==> src/rtl/relay_pkg.sv <==
// Shared defaults, the channel byte type and the pointer-width helper for the
// multi-channel byte relay.
package relay_pkg;

  localparam int RELAY_NCH   = 2;
  localparam int RELAY_DW    = 8;
  localparam int RELAY_DEPTH = 16;
  localparam int RELAY_CNT_W = 16;

  typedef logic [RELAY_DW-1:0] relay_byte_t;

  // Number of address bits needed to index a power-of-two FIFO of this depth.
  function automatic int clog2_depth(input int depth);
    int r;
    r = 0;
    for (int i = 0; i < 31; i++) begin
      if ((1 << i) < depth) r = i + 1;
    end
    return r;
  endfunction

endpackage

==> src/rtl/relay_fifo.sv <==
// Single-channel synchronous FIFO: array storage, registered read data that
// holds between pops, and a registered full flag.
module relay_fifo
  import relay_pkg::*;
#(
  parameter int DW    = RELAY_DW,
  parameter int DEPTH = RELAY_DEPTH
) (
  input  logic          clk,
  input  logic          rst_n,
  input  logic          push,
  input  logic [DW-1:0] din,
  input  logic          pop,
  output logic [DW-1:0] dout,
  output logic          full,
  output logic          empty
);

  localparam int AW = clog2_depth(DEPTH);
  localparam logic [AW:0] PTR_ONE = (AW + 1)'(1);

  logic [AW:0]   wr_ptr_reg, wr_ptr_next;
  logic [AW:0]   rd_ptr_reg, rd_ptr_next;
  logic [DW-1:0] mem [DEPTH];
  logic [DW-1:0] dout_reg;
  logic          full_reg, full_next;

  always_comb begin
    wr_ptr_next = wr_ptr_reg;
    rd_ptr_next = rd_ptr_reg;
    if (push) wr_ptr_next = wr_ptr_reg + PTR_ONE;
    if (pop)  rd_ptr_next = rd_ptr_reg + PTR_ONE;
    full_next = (wr_ptr_next[AW] != rd_ptr_next[AW]) &&
                (wr_ptr_next[AW-1:0] == rd_ptr_next[AW-1:0]);
  end

  // Storage is deliberately left out of reset so it maps onto block RAM.
  always_ff @(posedge clk) begin
    if (push) mem[wr_ptr_reg[AW-1:0]] <= din;
  end

  always_ff @(posedge clk or negedge rst_n) begin
    if (!rst_n) begin
      wr_ptr_reg <= '0;
      rd_ptr_reg <= '0;
      dout_reg   <= '0;
      full_reg   <= 1'b0;
    end else begin
      wr_ptr_reg <= wr_ptr_next;
      rd_ptr_reg <= rd_ptr_next;
      full_reg   <= full_next;
      if (pop) dout_reg <= mem[rd_ptr_reg[AW-1:0]];
    end
  end

  assign dout  = dout_reg;
  assign full  = full_reg;
  assign empty = (wr_ptr_reg == rd_ptr_reg);

endmodule

==> src/rtl/multi_port_relay.sv <==
// N-channel buffered byte relay: one FIFO per channel plus output strobe and
// drop counter. Drop counters exist only when MULTI_PORT_RELAY_DROP_CNT_EN is defined.
module multi_port_relay
  import relay_pkg::*;
#(
  parameter int NCH   = RELAY_NCH,
  parameter int DW    = RELAY_DW,
  parameter int DEPTH = RELAY_DEPTH,
  parameter int CNT_W = RELAY_CNT_W
) (
  input  logic                 clk,
  input  logic                 rst_n,
  input  logic [NCH*DW-1:0]    rxd,
  input  logic [NCH-1:0]       rx_dv,
  output logic [NCH*DW-1:0]    txd,
  output logic [NCH-1:0]       tx_en,
  input  logic [NCH-1:0]       tx_rdy,
  output logic [NCH*CNT_W-1:0] drop_cnt,
  output logic [NCH-1:0]       full
);

  genvar gi;
  generate
    for (gi = 0; gi < NCH; gi++) begin : g_ch
      logic pop, push, empty, full_w;
      logic tx_en_reg;

      // A full FIFO still takes the byte when the head leaves on the same edge.
      assign pop  = tx_rdy[gi] && !empty;
      assign push = rx_dv[gi] && (!full_w || pop);

      relay_fifo #(
        .DW    (DW),
        .DEPTH (DEPTH)
      ) u_fifo (
        .clk   (clk),
        .rst_n (rst_n),
        .push  (push),
        .din   (rxd[gi*DW +: DW]),
        .pop   (pop),
        .dout  (txd[gi*DW +: DW]),
        .full  (full_w),
        .empty (empty)
      );

      always_ff @(posedge clk or negedge rst_n) begin
        if (!rst_n) tx_en_reg <= 1'b0;
        else        tx_en_reg <= pop;
      end

      assign tx_en[gi] = tx_en_reg;
      assign full[gi]  = full_w;

`ifdef MULTI_PORT_RELAY_DROP_CNT_EN
      logic             drop;
      logic [CNT_W-1:0] drop_cnt_reg;

      assign drop = rx_dv[gi] && full_w && !pop;

      // Saturates rather than wrapping so a long overflow never reads as few drops.
      always_ff @(posedge clk or negedge rst_n) begin
        if (!rst_n)                          drop_cnt_reg <= '0;
        else if (drop && drop_cnt_reg != '1) drop_cnt_reg <= drop_cnt_reg + CNT_W'(1);
      end

      assign drop_cnt[gi*CNT_W +: CNT_W] = drop_cnt_reg;
`else
      assign drop_cnt[gi*CNT_W +: CNT_W] = '0;
`endif
    end
  endgenerate

endmodule

==> config.mk <==
export PLATFORM = sky130hd
export DESIGN_NAME = multi_port_relay
export DESIGN_NICKNAME = d
export VERILOG_FILES = /design/src/rtl/relay_pkg.sv /design/src/rtl/relay_fifo.sv /design/src/rtl/multi_port_relay.sv
export SDC_FILE = /design/constraint.sdc
export NUM_CORES = 1
export LEC_CHECK = 0
export ABC_AREA = 1
export CORE_ASPECT_RATIO = 1.2
export CORE_UTILIZATION = 55
export DETAILED_ROUTE_END_ITERATION = 7
export DONT_BUFFER_PORTS = 1
export PLACE_DENSITY = 0.84
export RECOVER_POWER = 50
export SKIP_LAST_GASP = 1
export SLEW_MARGIN = 20
export SYNTH_ARGS = -nofsm -noshare
export SYNTH_HDL_FRONTEND = slang
export SYNTH_SLANG_ARGS = --single-unit
==> constraint.sdc <==
create_clock -name clk -period 2.07 [get_ports clk]
set_input_delay 0.3105 -clock clk [delete_from_list [all_inputs] [get_ports clk]]
set_output_delay 0.3105 -clock clk [all_outputs]
set_load 0.005 [all_outputs]
-- Word level (Yosys, flattened, before mapping)
Memory sizes are Yosys's and may differ from the RTL's. A register that Yosys moved wholly into a read port is not among the register bits.
Cells that the tools add are included.
- input port bits: 22
- register bits after elaboration: 24
- bits in writable memories: 256
- output and inout bits: 52
- memories: 2
- word-level logic and storage cells: 42
- memory list (memory ; depth ; width ; read ports ; clocked after memory_dff ; wr ports ; RTL line ; text):
    g_ch[0].u_fifo.mem ; 16 ; 8 ; 1 ; 1 ; 1 ; relay_fifo.sv:24 ; logic [DW-1:0] mem [DEPTH];
    g_ch[1].u_fifo.mem ; 16 ; 8 ; 1 ; 1 ; 1 ; relay_fifo.sv:24 ;
- equal/unequal tests: 6
- add/subtract/negate cells: 4
- reduce and logical (&&, ||, !) cells: 14
- multiplexer cells: 8
- operators by type and width (operator ; count):
    5-bit by 1-bit adder with 5-bit output (second input constant) ; 4
    5-bit two-way mux ; 4
    5-bit equality test ; 2
    4-bit equality test ; 2
    1-bit logical AND ; 6
    1-bit logical NOT ; 6
    1-bit two-way mux ; 4
    1-bit logical OR ; 2
    1-bit != test ; 2

-- Logic depth before layout (Yosys ltp)
Gate-level depths: netlist of the first run.
- depth in word-level cells: 8
- mapped depth: 16
- gate-level depth less buffers: 15

-- By module
A second synthesis of the first run with hierarchy kept.
- cells, all modules: 1193
- area total of the unflattened synthesis: 12828.6 sq um
- modules (own cells, without submodules) (module ; sequential area each (sq um) ; area each (sq um) ; instances ; cells an instance):
    relay_fifo ; 4319.1 ; 6226.0 ; 2 ; 572
    multi_port_relay ; 50.0 ; 376.6 ; 1 ; 49

-- Worst setup path before layout of the first run
OpenSTA, ideal clock, no wires.
- path kind: flip-flop to flip-flop
- from: reg g_ch[1].u_fifo.wr_ptr_reg[2]
- to: mem g_ch[1].u_fifo.mem[6][0] (netlist name), enable pin
- required time: 1.700 ns
- library setup time: 0.370 ns
- data arrival time: 1.630 ns
- path slack: 0.070 ns
- period minus slack after synthesis: 2.000 ns
- buffers on the path: 1
- cell stages (with the launch flop): 13
- cells stage by stage: dfrtp_1 > buf_4 > inv_2 > nand2_1 > nand2_1 > nor2_2 > nand3_2 > nand2_4 > nand2_4 > nand2_8 > inv_4 > nand2_1 > nor2_1
- longest elaborated chain between the ends: 7
- RTL lines (element ; RTL line ; text):
    from (decl) ; relay_fifo.sv:22 ; logic [AW:0] wr_ptr_reg, wr_ptr_next;
    from (signal assigned) ; relay_fifo.sv:49 ; wr_ptr_reg <= wr_ptr_next;
    5-bit equality test ; relay_fifo.sv:58 ; assign empty = (wr_ptr_reg == rd_ptr_reg);
    1-bit logical NOT ; multi_port_relay.sv:29 ; assign pop = tx_rdy[gi] && !empty;
    1-bit logical AND ; multi_port_relay.sv:29 ;
    1-bit logical OR ; multi_port_relay.sv:30 ; assign push = rx_dv[gi] && (!full_w || pop);
    1-bit logical AND ; multi_port_relay.sv:30 ;
    1-bit two-way mux ; relay_fifo.sv:39 ; if (push) mem[wr_ptr_reg[AW-1:0]] <= din;
    1-bit two-way mux (implied by the code) ; relay_fifo.sv:39 ;
    to (decl) ; relay_fifo.sv:24 ;
Parallel ways exist; a longest one is shown, timed or not.

-- Final worst setup path of the first run
- from: reg g_ch[1].u_fifo.wr_ptr_reg[2]
- to: mem g_ch[1].u_fifo.mem[13][2] (netlist name), enable pin
The elaborated chain is that of the path after synthesis.

==> impl_metrics.yaml, run 1 <==
placed_design:
  buffer_ports.inserted: 0
  dp_slack_ns: -0.0344
  gp_routability_congestion: 0.980
  detailed_place_hpwl_um: 19000
  dpl_cell_area_sq_um: 13000
  number_of_cells_after_detailed_placement: 1336
grt:
  wire_length_of_the_first_global_routing_pass_um: 46600
  number_of_global_route_vias_before_repair: 8554
  global_route.peak_usage_layer: "met2"
  gr-usage-all-layers: 0.260
  grtUsageMet2: 0.460
  grt_use_met1: 0.308
  grt_start_max_net_pins: 65
  grt_antenna_before_repair: 1
  grt_overflow_total: 0
  groute.layer.met3.usage: 0.0441
critical_path:
  cp_slowest_cell: "dfrtp_2"
  worst_path_largest_cell_delay_ns: 0.47
  crit_path_max_fanout: 9
  worstSetupEndpointType: "flip-flop"
  setup.worst_path.start_class: "flip-flop"
  critPathBufInv: 3
  timing.setup.critical_path_class: "flip-flop to flip-flop"
  cp.arrival_ns: 2.25
  crit_required_ns: 2.32
  worst_path_cell_trace: "inv_2, nand2_1, nand2_1, nor2_2, nand3_2, nand2_4, nand2_8, nand2_8, inv_4, nand2_2, nor2_1, buf_4"
  cp_top_family: "simple AND/OR/NAND/NOR gates"
synth:
  yosysWarningCount: 0
  synth_cell_type_count: 31
  post-synth-top-area-cell: "edfxtp_1"
  ys_top_cells_by_area: "edfxtp_1 61%, dfrtp_1 7.9%, nor2_1 5.6%"
  synth.top_cells.by_count: "256 x edfxtp_1, 188 x nor2_1, 132 x o21ai_0"
  post-synth-top-count-cell: "edfxtp_1"
  synth_top_area_share: 0.609
  post_synth_edffs: 256
  synthFlopType: "edfxtp_1"
  synthesis.area_per_instance_sq_um: 12.0
  yosys_register_bits: 296
  mapped_cells: 1054
  cell_area_after_synthesis_sq_um: 12600
  postSynth.asyncResetShare: 0.135
  seq_area_frac_synth: 0.689
outcome:
  outcome: "complete, no violations"
clock_network:
  clock_latency_of_the_later_clocked_register_in_the_worst_skew_pair_ns: 0.55
  htree_levels: 1
  cts_tree: "yes"
  tritoncts.num_buffers: 27
  clock_tree.root_cell: "clkbuf_16"
  cts-root-to-sink-buffers: 3
  cts_sinks: 296
  path_clk_slew_ns: 0.07
timing:
  worst_pin_slew_ns: 1.11
  max_clock_freq_mhz: 498
  max_slew_headroom_at_the_worst_pin: 0.257
  finalSetupViolCount: 0
  final_max_tran_viols: 0
  postLayoutSetupSlackWorst_ns: 0.0621
  worst_hold_slack_ns: 0.0184
  finClkSkew_ns: 0.0168
  fin_crit_sh: 0.970
  hold_viol: 0
  rsz_0062_raised_after_global_routing: "true"
  shortest_clock_period_the_worst_path_allows_after_layout_ns: 2.01
detailed_routing:
  wl_per_cell_um: 21.5
  vias: 8623
  finalWirelength_um: 30400
  avgViaCountPerCell: 6.11
  drc: 0
  antenna_violating_nets_post_route: 0
  drt-pass1-iter-count: 6
  detailedRoute.firstIterationViolations: 861
die:
  design.die.area_sq_um: 23600
  die_x_um: 140
  core_region_area_sq_um: 22400
  placement_rows: 60
  chipHeight_um: 168
  start_util: 0.562
  io_pins: 74
power:
  power_leakage_nw: 5.14
  irDropWorstVdd_v: 0.000938
  powerDensity_nw_per_um2: 1320
job:
  cap_violations: 0
layout:
  flow.area_growth_from_synthesis_pct: 13.0
  largest_register_ff_count: 256
  final_cell_count_without_fillers: 1412
  postLayoutCellArea_sq_um: 14300
  layout-drive-gt1-share: 0.146
  final_net_count: 1143
hold_path:
  timing.hold.worst.class: "input pin to flip-flop"
worst min-delay path, cell delays in order:
cell and delay, ns:
nand3_1 0.05, nand2_1 0.09, inv_1 0.06
through the flow:
stage,util,TNS [ns],total power (W)
detailed placement,0.580,-0.620,0.0134
floorplan,-,0,0.0117
global placement,0.580,0,0.0132
CTS,0.630,0,0.0185
finish,0.635,0,0.0188
global route,0.635,-0.193,0.0197
cell type report:
class | count | area, sq um
Sequential cell | 296 | 8700
Tap cell | 279 | 349
Clock buffer | 37 | 733
Timing Repair Buffer | 90 | 776
Inverter | 43 | 176
Antenna cell | 1 | 2.50
Multi-Input combinational cell | 653 | 3380
Clock inverter | 13 | 148
Fill cell | 1546 | 8180
cells in the final DEF, fill, tap and decap left out, types with 6 or more instances in the layout:
master         count
edfxtp_1         256
xor2_1            10
inv_2              7
dfrtp_2            6
buf_4             58
o21ai_0          130
nand2_4            6
nand2_2           10
clkinv_1           8
inv_1             26
nor2_1           179
conb_1            32
o211ai_1           8
a21oi_1           16
a221oi_1          13
buf_6              8
clkbuf_1           8
clkbuf_16         27
o22ai_1           38
nand2_1           94
o221ai_1          26
dfrtp_1           34
nand3_1           49
dlygate4sd3_1     21
nor2_2            13
inv_4              6
ha_1              10
per-layer routing:
| metal | vias to the layer above | part of all wire |
|---|---|---|
| li1 | 3837 | - |
| met1 | 4166 | 0.35 |
| met2 | 510 | 0.52 |
| met3 | 110 | 0.086 |
| met4 | 0 | 0.044 |
| met5 | - | 0 |
worst paths after layout:
check	slack [ns]	startpoint	cells after the start	end
worst min-delay path	0.02	tx_rdy[1]	3	g_ch[1].u_fifo.rd_ptr_reg[3]
worst max register to register	0.06	g_ch[1].u_fifo.wr_ptr_reg[2]	12	g_ch[1].u_fifo.mem[13][2]
max in group asynchronous	0.78	rst_n	2	g_ch[1].u_fifo.rd_ptr_reg[0]
worst min register to register	0.56	g_ch[0].u_fifo.dout[2]	2	g_ch[0].u_fifo.dout[2]
worst max-delay path	0.06	g_ch[1].u_fifo.wr_ptr_reg[2]	12	g_ch[1].u_fifo.mem[13][2]
min in group asynchronous	0.51	rst_n	2	g_ch[0].u_fifo.dout[4]
cells by family after synthesis:
kind of cell / after synthesis / synth area share
buf+inv: 136 / 0.0580
compound gates: 238 / 0.113
flops: 296 / 0.689
fa+ha+maj: 10 / 0.00992
other cells: 1 / 0.000297
xor+xnor: 14 / 0.00972
simple gates: 359 / 0.121
power by group:
group	switching, W	internal, W
logic	0.00408	0.00202
clock network	0.00211	0.00286
registers	0.000498	0.00727
total	0.00669	0.0121
what timing repair did:
| action | in CTS | in global routing |
|---|---|---|
| hold endpoints to repair | 306 | 0 |
| gates resized for setup | 2 | 35 |
| hold buffers | 22 | 0 |
| setup buffers | 0 | 3 |
| endpoints found under the setup margin | 53 | 182 |
| pin swaps | 0 | 3 |
No activity file was read; power rests on OpenSTA's default activity.
==> run 2, diff against run 1 <==
- PLACE_DENSITY: 0.84 -> 0.81
==> run 2 against run 1 <==
Sequential share of layout area is 0.16 points higher. Clock skew grew 0.0041 ns. Register-to-register slack about the same. Largest cell class unchanged. Largest power group unchanged. Critical path depth fell by 6. Worst hold slack better by 0.017 ns. Via count fell by 2.7%. Power grew 0.49%. Clock-buffer cell count up 2. Worst setup slack improved by 0.0037 ns. Maximum frequency grew 0.18%. Non-clock buffer count decreased by 3. Wire length down 3.7%.
==> impl_metrics.yaml, run 2 (same netlist as run 1, synthesis figures left out) <==
outcome:
  outcome: "complete, no violations"
clock_network:
  htree_levels: 1
  post_cts_buffers: 0
  cts-root-to-sink-buffers: 3
  cts_tree: "yes"
  clock_latency_of_the_later_clocked_register_in_the_worst_skew_pair_ns: 0.54
  tritoncts.num_buffers: 28
  cts_sinks: 296
  clock_tree.root_cell: "clkbuf_16"
  path_clk_slew_ns: 0.06
grt:
  grtUsageMet2: 0.455
  grt_antenna_before_repair: 1
  grt_use_met1: 0.296
  global_route.peak_usage_layer: "met2"
  grt_start_max_net_pins: 66
  grt_overflow_total: 0
  number_of_global_route_vias_before_repair: 8289
  groute.layer.met3.usage: 0.0319
  wire_length_of_the_first_global_routing_pass_um: 44600
  gr-usage-all-layers: 0.249
die:
  design.die.area_sq_um: 23600
  die_x_um: 140
  placement_rows: 60
  io_pins: 74
  core_region_area_sq_um: 22400
  chipHeight_um: 168
  start_util: 0.562
detailed_routing:
  drt-pass1-iter-count: 6
  antenna_violating_nets_post_route: 0
  vias: 8388
  finalWirelength_um: 29200
  wl_per_cell_um: 20.8
  detailedRoute.firstIterationViolations: 1051
  avgViaCountPerCell: 5.95
  drc: 0
placed_design:
  buffer_ports.inserted: 0
  gp_routability_congestion: 0.889
  detailed_place_hpwl_um: 18400
  number_of_cells_after_detailed_placement: 1337
critical_path:
  worstSetupEndpointType: "flip-flop"
  cp.arrival_ns: 2.44
  cp_slowest_cell: "dfrtp_2"
  setup.worst_path.start_class: "flip-flop"
  worst_path_largest_cell_delay_ns: 0.39
  crit_path_max_fanout: 34
  worst_path_cell_trace: "buf_4, buf_6, o21ai_0, o221ai_1, o211ai_1, a21oi_1"
  crit_required_ns: 2.51
  timing.setup.critical_path_class: "flip-flop to flip-flop"
layout:
  final_cell_count_without_fillers: 1409
  commonest_non_fill_non_tap_cells_in_the_layout: "256 x edfxtp_1, 188 x nor2_1, 131 x o21ai_0, 95 x nand2_1, 62 x buf_4"
  layout-drive-gt1-share: 0.129
  fillCellCount: 1561
  flow.area_growth_from_synthesis_pct: 12.7
  final_net_count: 1141
  antenna-diode-count: 0
  mostFrequentLayoutCell: "edfxtp_1"
  largest_register_ff_count: 256
power:
  p_int_w: 0.0124
  powerDensity_nw_per_um2: 1330
  clk_network_pwr_share: 0.275
  power_leakage_nw: 5.16
  combinationalPowerShare: 0.317
  irDropWorstVdd_v: 0.000951
  report.power.total_w: 0.0189
  sw_frac_of_total: 0.345
  power.switching_w: 0.00653
  power.sequential.fraction: 0.408
timing:
  max_slew_headroom_at_the_worst_pin: 0.269
  fin_crit_sh: 0.968
  finalSetupViolCount: 0
  finClkSkew_ns: 0.0208
  shortest_clock_period_the_worst_path_allows_after_layout_ns: 2.00
  worst_pin_slew_ns: 1.10
  final_max_tran_viols: 0
  rsz_0062_raised_after_global_routing: "true"
  max_clock_freq_mhz: 499
  hold_viol: 0
hold_path:
  timing.hold.worst.class: "input pin to flip-flop"
job:
  cap_violations: 0
[run 2: cell count changes in the layout (fill, tap and decap cells not counted), sizes merged]
cell,change
buf,-2
bufinv,+1
clkbuf,+2
clkinvlp,-2
diode,-1
dlygate4sd3,-1
[run 2: cell type report]
type | instances | area, sq um | share of cell area
clock inverter | 12 | 161 | 0.0114
clock buffer | 39 | 783 | 0.0551
tap | 279 | 349 | 0.0245
inverter | 43 | 176 | 0.0124
sequential | 296 | 8690 | 0.611
timing repair buffer | 87 | 733 | 0.0516
multi-input combinational | 653 | 3320 | 0.234
[run 2: path summary, 6_finish.rpt]
kind	to	start	cells past startpoint	slack, ns
hold reg to reg	g_ch[0].u_fifo.dout[4]	g_ch[0].u_fifo.dout[4]	2	0.55
setup / recovery	g_ch[1].u_fifo.dout[1]	g_ch[1].u_fifo.rd_ptr_reg[0]	6	0.07
min in group asynchronous	g_ch[0].u_fifo.dout[7]	rst_n	2	0.54
hold / removal	g_ch[1].u_fifo.rd_ptr_reg[0]	tx_rdy[1]	3	0.04
max in group asynchronous	g_ch[1].u_fifo.wr_ptr_reg[1]	rst_n	2	0.78
setup reg to reg	g_ch[1].u_fifo.dout[1]	g_ch[1].u_fifo.rd_ptr_reg[0]	6	0.07
[run 2: power groups by stage]
stage	Sequential (W)	Combinational [W]	Clock, W
finish	0.00772	0.00600	0.00521
global route	0.00778	0.00651	0.00546
CTS	0.00771	0.00586	0.00525
detailed placement	0.00783	0.00563	0
global placement	0.00780	0.00554	0
floorplan	0.00767	0.00403	0
[run 2: worst max-delay path, delay by kind of cell (launching register included)]
family / cells / cell delay [ns]
AOI/OAI and AO/OA: 4 / 0.85
buffers and inverters: 2 / 0.63
DFF: 1 / 0.39
[run 2: metal layers]
layer,share of wire,vias up,wire length (um)
li1,-,3834,-
met1,0.36,4017,10500
met2,0.52,456,15300
met3,0.084,81,2470
met4,0.036,0,1040
met5,0,-,0
[run 2: metrics by stage]
step	TNS [ns]	hold slack (ns)	utilization	instance area [sq um]	worst slack, ns
2_1_floorplan	0	0.0149	-	12700	0.0699
3_3_place_gp	0	0.0158	0.581	13000	0.0864
3_5_place_dp	0	0.0158	0.581	13000	0.0873
4_1_cts	0	0.0149	0.634	14200	0.0246
5_1_grt	-0.162	0.0362	0.634	14200	-0.0294
6_report	0	0.0356	0.634	14200	0.0658
[run 2: what timing repair did]
| action | CTS | global route |
|---|---|---|
| resized for setup | 0 | 9 |
| hold buffers | 21 | 0 |
| hold endpoints to repair | 307 | 0 |
| setup endpoints to repair | 0 | 160 |
==> run 3, diff against run 2 <==
- SKIP_LAST_GASP: 1 -> not set
==> results of run 3 <==
The final DEF is identical to that of run 2; final timing and power are the same.
